<file path="src/rtl/instr_fetch_unit.sv">
// Instruction fetch sequencer: holds the PC, fetches words over req/ack, presents
// them downstream under valid/ready, and applies datapath redirects with squashing.
module instr_fetch_unit #(
  parameter logic [31:0] RESET_PC = 32'h0000_0000
) (
  input  logic        clk,
  input  logic        rst_n,
  output logic        imem_req,
  output logic [31:0] imem_addr,
  input  logic        imem_ack,
  input  logic [31:0] imem_rdata,
  output logic        instr_valid,
  input  logic        instr_ready,
  output logic [31:0] instr,
  output logic [5:0]  opcode,
  output logic [5:0]  funct,
  output logic [31:0] pc,
  input  logic        redirect,
  input  logic [31:0] redirect_pc,
  output logic        addr_err,
  output logic [31:0] retired
);

  typedef enum logic [1:0] {IDLE, REQ, HOLD} state_t;

  state_t      state_q, state_d;
  logic [31:0] fetch_pc_q, fetch_pc_d;
  logic [31:0] instr_q, instr_d;
  logic [31:0] pc_q, pc_d;
  logic [31:0] retired_q, retired_d;
  logic [31:0] target_q, target_d;
  logic        squash_q, squash_d;
  logic        addr_err_q, addr_err_d;
  logic [31:0] redir_pc;

  assign redir_pc = {redirect_pc[31:2], 2'b00};

  always_ff @(posedge clk or negedge rst_n) begin
    if (!rst_n) begin
      state_q    <= IDLE;
      fetch_pc_q <= RESET_PC;
      instr_q    <= '0;
      pc_q       <= RESET_PC;
      retired_q  <= '0;
      target_q   <= RESET_PC;
      squash_q   <= 1'b0;
      addr_err_q <= 1'b0;
    end else begin
      state_q    <= state_d;
      fetch_pc_q <= fetch_pc_d;
      instr_q    <= instr_d;
      pc_q       <= pc_d;
      retired_q  <= retired_d;
      target_q   <= target_d;
      squash_q   <= squash_d;
      addr_err_q <= addr_err_d;
    end
  end

  always_comb begin
    state_d    = state_q;
    fetch_pc_d = fetch_pc_q;
    instr_d    = instr_q;
    pc_d       = pc_q;
    retired_d  = retired_q;
    target_d   = target_q;
    squash_d   = squash_q;
    addr_err_d = 1'b0;
    case (state_q)
      IDLE: begin
        state_d    = REQ;
        fetch_pc_d = RESET_PC;
      end
      REQ: begin
        if (redirect) begin
          addr_err_d = |redirect_pc[1:0];
          if (imem_ack) begin
            fetch_pc_d = redir_pc;
            squash_d   = 1'b0;
          end else begin
            // Outstanding request must stay put; remember where to go once it returns.
            squash_d = 1'b1;
            target_d = redir_pc;
          end
        end else if (imem_ack) begin
          if (squash_q) begin
            fetch_pc_d = target_q;
            squash_d   = 1'b0;
          end else begin
            instr_d    = imem_rdata;
            pc_d       = fetch_pc_q;
            fetch_pc_d = fetch_pc_q + 32'd4;
            state_d    = HOLD;
          end
        end
      end
      HOLD: begin
        if (redirect) begin
          addr_err_d = |redirect_pc[1:0];
          fetch_pc_d = redir_pc;
          state_d    = REQ;
        end else if (instr_ready) begin
          retired_d = retired_q + 32'd1;
          state_d   = REQ;
        end
      end
      default: state_d = IDLE;
    endcase
  end

  always_comb begin
    imem_req    = (state_q == REQ);
    instr_valid = (state_q == HOLD);
    imem_addr   = fetch_pc_q;
    instr       = instr_q;
    opcode      = instr_q[31:26];
    funct       = instr_q[5:0];
    pc          = pc_q;
    retired     = retired_q;
    addr_err    = addr_err_q;
  end

endmodule

</file>
<file path="config.mk">
export PLATFORM = sky130hd
export DESIGN_NAME = instr_fetch_unit
export DESIGN_NICKNAME = d
export VERILOG_FILES = /design/src/rtl/instr_fetch_unit.sv
export SDC_FILE = /design/constraint.sdc
export NUM_CORES = 1
export LEC_CHECK = 0
export ABC_CLOCK_PERIOD_IN_PS = 2700
export BUFFER_PORTS_ARGS = -buffer_cell sky130_fd_sc_hd__buf_2
export CORE_UTILIZATION = 40
export CTS_CLUSTER_SIZE = 12
export DETAILED_ROUTE_END_ITERATION = 10
export HOLD_SLACK_MARGIN = 0.03
export PLACE_DENSITY = 0.61
export SLEW_MARGIN = 10
export SYNTH_ARGS = -nofsm -noshare
export SYNTH_HDL_FRONTEND = slang
export SYNTH_SLANG_ARGS = --single-unit
</file>
<file path="constraint.sdc">
create_clock -name clk -period 2.7 [get_ports clk]
set_input_delay 0.405 -clock clk [delete_from_list [all_inputs] [get_ports clk]]
set_output_delay 0.405 -clock clk [all_outputs]
set_load 0.05 [all_outputs]
</file>
==> run_results.csv, run 1 <==
group,metric,value,unit
outcome,outcome,"finished clean",
logic_synthesis,async_reset_ff_share,100,%
critical_path,critical_path.max_fanout,22,
global_route,grt_first_pass_wirelength,30.8,mm
logic_synthesis,synth_top_cell_by_area,"dfrtp_1",
power,power_density,1240,nW/um^2
place,gp_congestion,0.799,
timing,report.final.slew_viol_count,0,
critical_path,cp-start-kind,"flip-flop",
clocking,cts.sinks,158,
place,hpwlAfterDp,13.8,mm
global_route,grt_pass1_vias,5749,
logic_synthesis,ys.warnings.count,0,
critical_path,end_kind,"flip-flop",
clocking,h-tree-depth,4,
timing,finalHoldViolCount,0,
critical_path,required,2.99,ns
route,vias,5849,
job,maxCapViolations,0,
route,firstDrtPassIters,4,
layout,syn_to_final_growth,24.9,%
layout,fin_cells,1116,
global_route,grt_usage,20.0,%
route,wl_per_cell,17.0,um
layout,layout_commonest_cell,"buf_2",
clocking,cts_buffers,17,
clocking,clk_latency,0.42,ns
logic_synthesis,synth_cells,667,
timing,fmaxAchievable,420,MHz
timing,worst_pin_slew,0.589,ns
power,power.leakage,4.74,nW
timing,setup_viol_count_final,0,
route,ant_nets,0,
timing,holdWs,0.212,ns
logic_synthesis,synthesis.area,7680,um^2
place,placed_cell_area,8980,um^2
layout,finalNetCount,945,
global_route,grt_antenna_before_repair,1,
logic_synthesis,ys_ff_latch,158,
floorplanning,boundaryPins,212,
route,drcViolationCount,0,
route,drt-initial-drc-count,264,
clocking,clock_path_buffers,2,
route,wirelength,18.9,mm
worst_hold_path,min-delay-path-class,"primary input to flip-flop",
power,power,11.9,mW
timing,fin_crit_sh,88.2,%
layout,final_cell_mix,"206 x buf_2, 158 x dfrtp_1, 95 x mux2_2",
logic_synthesis,synth_cell_type_count,68,
clocking,post-cts-setup-buffers,0,
logic_synthesis,synth-edff-count,0,
floorplanning,core_area,18800,um^2
critical_path,crit_type,"flip-flop to flip-flop",
critical_path,arrival,2.67,ns
timing,tns,0,ns
timing,max-slew-margin-rel,60.7,%
clocking,cts.clk_slew.worst_paths,0.06,ns
logic_synthesis,synth.area.top_cells,"dfrtp_1 51%, mux2_2 14%, xnor2_1 2.6%",
floorplanning,chipWidth,141,um
timing,post-route-min-period,2.38,ns
power,ir_drop,0.515,mV
timing,finClkSkew,0.00670,ns
place,port_buffers,207,
clocking,cts_tree,"done",
clocking,cts_resized,0,
route,viasPerCell,5.24,
timing,rsz0062_at_grt,"no",
layout,layout-drive-gt1-share,41.8,%
logic_synthesis,ys.flop_type,"dfrtp_1",
layout,design_area,9590,um^2
global_route,grt_max_degree,62,
logic_synthesis,synth-seq-area-share,51.5,%
floorplanning,num_rows,50,
clocking,clockRootBuffer,"clkbuf_16",
floorplanning,initial_core_util,40.9,%
logic_synthesis,synth_top_area_share,51.5,%
floorplanning,die_area,19800,um^2
floorplanning,die_y,141,um
logic_synthesis,syn_area_per_cell,11.5,um^2
place,dp.cells,1084,
global_route,gr-total-overflow,0,
-- registers in the layout, summed over array words and instances (netlist names) --
signal,count
instr,32
addr_err,1
squash_q,1
imem_addr,30
retired,32
state_q,2
pc,30
target_q,30
-- Yosys cell counts, types with 6 or more instances --
cell type and number:
o21ai_0 26, o31ai_1 6, nor3_1 10, a21oi_1 16
nand2_1 47, xnor2_1 23, buf_2 14, dfrtp_1 158
and3_1 14, inv_1 14, mux2_2 95, nand4_1 14
nand2b_1 13, ha_1 6, xor2_1 20, a22oi_1 17
nand3_1 17, nor2_1 24, buf_4 18, a22o_1 13
nor2b_1 7, clkbuf_1 13
-- cell families after synthesis --
kind of cell | after synthesis | share of synthesized area [%]
and+or+nand+nor | 178 | 13.0
other | 1 | 0.0488
muxes | 98 | 14.3
buffers and inverters | 62 | 4.14
adders and majority gates | 6 | 0.977
xor gates and xnor gates | 43 | 4.90
AOI/OAI and AO/OA | 121 | 11.1
DFF | 158 | 51.5
-- layout make-up --
cell class / count / area, um^2
diodes: 1 / 2.50
clock buffers: 18 / 439
clock inverters: 12 / 161
fillers: 1696 / 9180
inverters: 14 / 52.6
multi-input cells: 450 / 3430
flip-flops and latches: 158 / 3950
well taps: 234 / 293
repair buffers: 229 / 1260
-- critical path, stage by stage (launching register included) --
cell and delay (ns):
dfrtp_1 0.39, inv_1 0.08, ha_1 0.29, nor2b_2 0.21, or3_1 0.50, buf_4 0.28
a22o_1 0.26, a31oi_1 0.14, o31ai_1 0.09
-- what timing repair did --
| item | CTS | global route |
|---|---|---|
| setup endpoints to repair | 0 | 0 |
| hold endpoints to repair | 58 | 0 |
| hold buffers | 1 | 0 |
-- layer usage --
| metal | GRT usage [%] | wire (um) |
|---|---|---|
| met5 | 0 | 0 |
| met4 | 4.69 | 75 |
| met3 | 5.50 | 961 |
| met2 | 32.3 | 9050 |
| met1 | 26.8 | 8850 |
-- where the power goes --
group | internal [mW] | total [mW] | switching [mW]
registers | 3.21 | 3.87 | 0.658
logic | 1.67 | 5.59 | 3.92
clock network | 1.48 | 2.48 | 0.997
-- worst paths after layout --
kind | startpoint | slack, ns | cells after the start | to
setup / recovery | state_q[0]$_DFFE_PN0P_ | 0.32 | 8 | imem_addr[18]$_DFFE_PN0P_
hold reg to reg | retired[31]$_DFFE_PN0P_ | 0.48 | 1 | retired[31]$_DFFE_PN0P_
setup reg to reg | state_q[0]$_DFFE_PN0P_ | 0.32 | 8 | imem_addr[18]$_DFFE_PN0P_
max in group asynchronous | rst_n | 1.39 | 3 | imem_addr[22]$_DFFE_PN0P_
min in group asynchronous | rst_n | 0.52 | 2 | target_q[28]$_DFFE_PN0P_
hold / removal | imem_rdata[27] | 0.21 | 2 | instr[27]$_DFFE_PN0P_
-- metrics by stage --
| stage | utilization, % | worst slack (ns) |
|---|---|---|
| final | 51.1 | 0.320 |
| after global routing | 51.1 | 0.197 |
| after CTS | 51.1 | 0.322 |
| after detailed placement | 47.8 | 0.342 |
| after global placement | 47.8 | 0.394 |
| after floorplan | - | 0.226 |
(Power assumes the default switching activity.)
==> inputs of run 2 (changes only) <==
- CORE_ASPECT_RATIO: unset -> 1.2
- CTS_CLUSTER_SIZE: 12 -> unset
==> run 2 against run 1 <==
  * Sequential share of layout area increased by 0.18 points
  * First-iteration DRC count increased by 8.0%
  * Routed wire length increased by 0.87%
  * Core utilization decreased by 0.46 points
  * Critical path type unchanged
  * Final cell count increased by 1.9%
  * Clock power decreased by 8.5%
  * Largest power group unchanged
  * Die area about the same
  * Global-route usage increased by 0.13 points
==> run_results.csv, run 2 (synthesized netlist as in run 1, its figures left out) <==
group,metric,value,unit
timing,post-route-min-period,2.37,ns
clocking,clk_latency,0.43,ns
clocking,clock_path_buffers,2,
critical_path,required,3.04,ns
place,port_buffers,207,
route,drcViolationCount,0,
timing,tns,0,ns
floorplanning,core_area,18900,um^2
power,power,11.7,mW
floorplanning,initial_core_util,40.7,%
timing,report.final.slew_viol_count,0,
clocking,post-cts-setup-buffers,0,
global_route,gr-total-overflow,0,
critical_path,crit_type,"flip-flop to flip-flop",
power,power.leakage,4.71,nW
layout,n_fill_cell,1798,
clocking,holdBufCountCts,1,
floorplanning,die_y,154,um
clocking,cts_resized,0,
outcome,outcome,"finished clean",
route,vias,5873,
global_route,grt_pass1_vias,5599,
critical_path,arrival,2.71,ns
global_route,grt_usage,20.1,%
layout,final_cell_mix,"206 x buf_2, 158 x dfrtp_1, 95 x mux2_2",
layout,layout_commonest_cell,"buf_2",
route,wl_per_cell,16.8,um
critical_path,cp-start-kind,"flip-flop",
clocking,cts.clk_slew.worst_paths,0.06,ns
power,ir_drop,0.537,mV
critical_path,end_kind,"flip-flop",
floorplanning,die_area,19800,um^2
place,hpwlAfterDp,13.9,mm
floorplanning,num_rows,55,
global_route,grt_max_degree,56,
clocking,clockRootBuffer,"clkbuf_16",
job,maxCapViolations,0,
timing,fmaxAchievable,421,MHz
clocking,cts.sinks,158,
power,power_density,1230,nW/um^2
clocking,h-tree-depth,4,
layout,syn_to_final_growth,24.3,%
place,gp_congestion,0.808,
clocking,cts_buffers,17,
floorplanning,chipWidth,129,um
timing,setup_viol_count_final,0,
place,dp.cells,1104,
clocking,cts_tree,"done",
layout,diodes,0,
route,firstDrtPassIters,5,
floorplanning,boundaryPins,212,
critical_path,r2r_slack,0.33,ns
layout,layout-drive-gt1-share,41.4,%
global_route,grt_antenna_before_repair,0,
timing,finalHoldViolCount,0,
global_route,grt_first_pass_wirelength,30.5,mm
timing,worst_pin_slew,0.647,ns
layout,finalNetCount,943,
route,viasPerCell,5.17,
critical_path,critical_path.max_fanout,11,
route,wirelength,19.1,mm
timing,fin_crit_sh,87.9,%
timing,rsz0062_at_grt,"no",
route,ant_nets,0,
worst_hold_path,min-delay-path-class,"primary input to flip-flop",
timing,finClkSkew,0.00677,ns
layout,fin_cells,1137,
timing,max-slew-margin-rel,56.9,%
timing,holdWs,0.202,ns
route,drt-initial-drc-count,285,
layout,utilization,50.7,%
-- run 2: path summary, 6_finish.rpt --
check	startpoint	cells after the start	endpoint
worst max register to register	state_q[1]$_DFFE_PN0P_	7	imem_addr[23]$_DFFE_PN0P_
worst min register to register	retired[22]$_DFFE_PN0P_	1	retired[22]$_DFFE_PN0P_
worst max-delay path	state_q[1]$_DFFE_PN0P_	7	imem_addr[23]$_DFFE_PN0P_
max in group asynchronous	rst_n	3	pc[8]$_DFFE_PN0P_
worst min-delay path	imem_rdata[22]	2	instr[22]$_DFFE_PN0P_
min in group asynchronous	rst_n	2	state_q[1]$_DFFE_PN0P_
-- run 2: cell type report --
class | instances | area, um^2 | share of cell area, %
clock buffer | 20 | 437 | 4.57
clock inverter | 12 | 113 | 1.18
inverter | 14 | 52.6 | 0.550
multi-input combinational | 450 | 3430 | 35.9
sequential | 158 | 3950 | 41.4
tap | 256 | 320 | 3.35
timing repair buffer | 227 | 1240 | 13.0
-- run 2: critical path, cell delays in order (launching register included) --
cell and delay (ns):
dfrtp_1 0.42, inv_1 0.09, ha_1 0.52, and4bb_2 0.30
and2_0 0.23, a22o_1 0.19, or4b_1 0.43, o2111ai_1 0.10
-- run 2: report_power, final --
part	internal (mW)	total, mW	switching, mW
clock	1.28	2.27	0.999
combinational	1.66	5.58	3.92
sequential	3.21	3.86	0.651
-- run 2: per-layer routing --
layer  wire length (um)  global-route usage (%)  up-vias
li1                   -                       -     2810
met1               8490                    26.7     2879
met2               9500                    32.8      171
met3                929                    4.38       13
met4                178                    6.27        0
met5                  0                       0        -
-- run 2: stage by stage --
stage          setup slack (ns)  cell area (um^2)
2_1_floorplan             0.226              7690
3_3_place_gp              0.428              8990
3_5_place_dp              0.367              8990
4_1_cts                   0.339              9550
5_1_grt                   0.187              9550
6_report                  0.326              9550
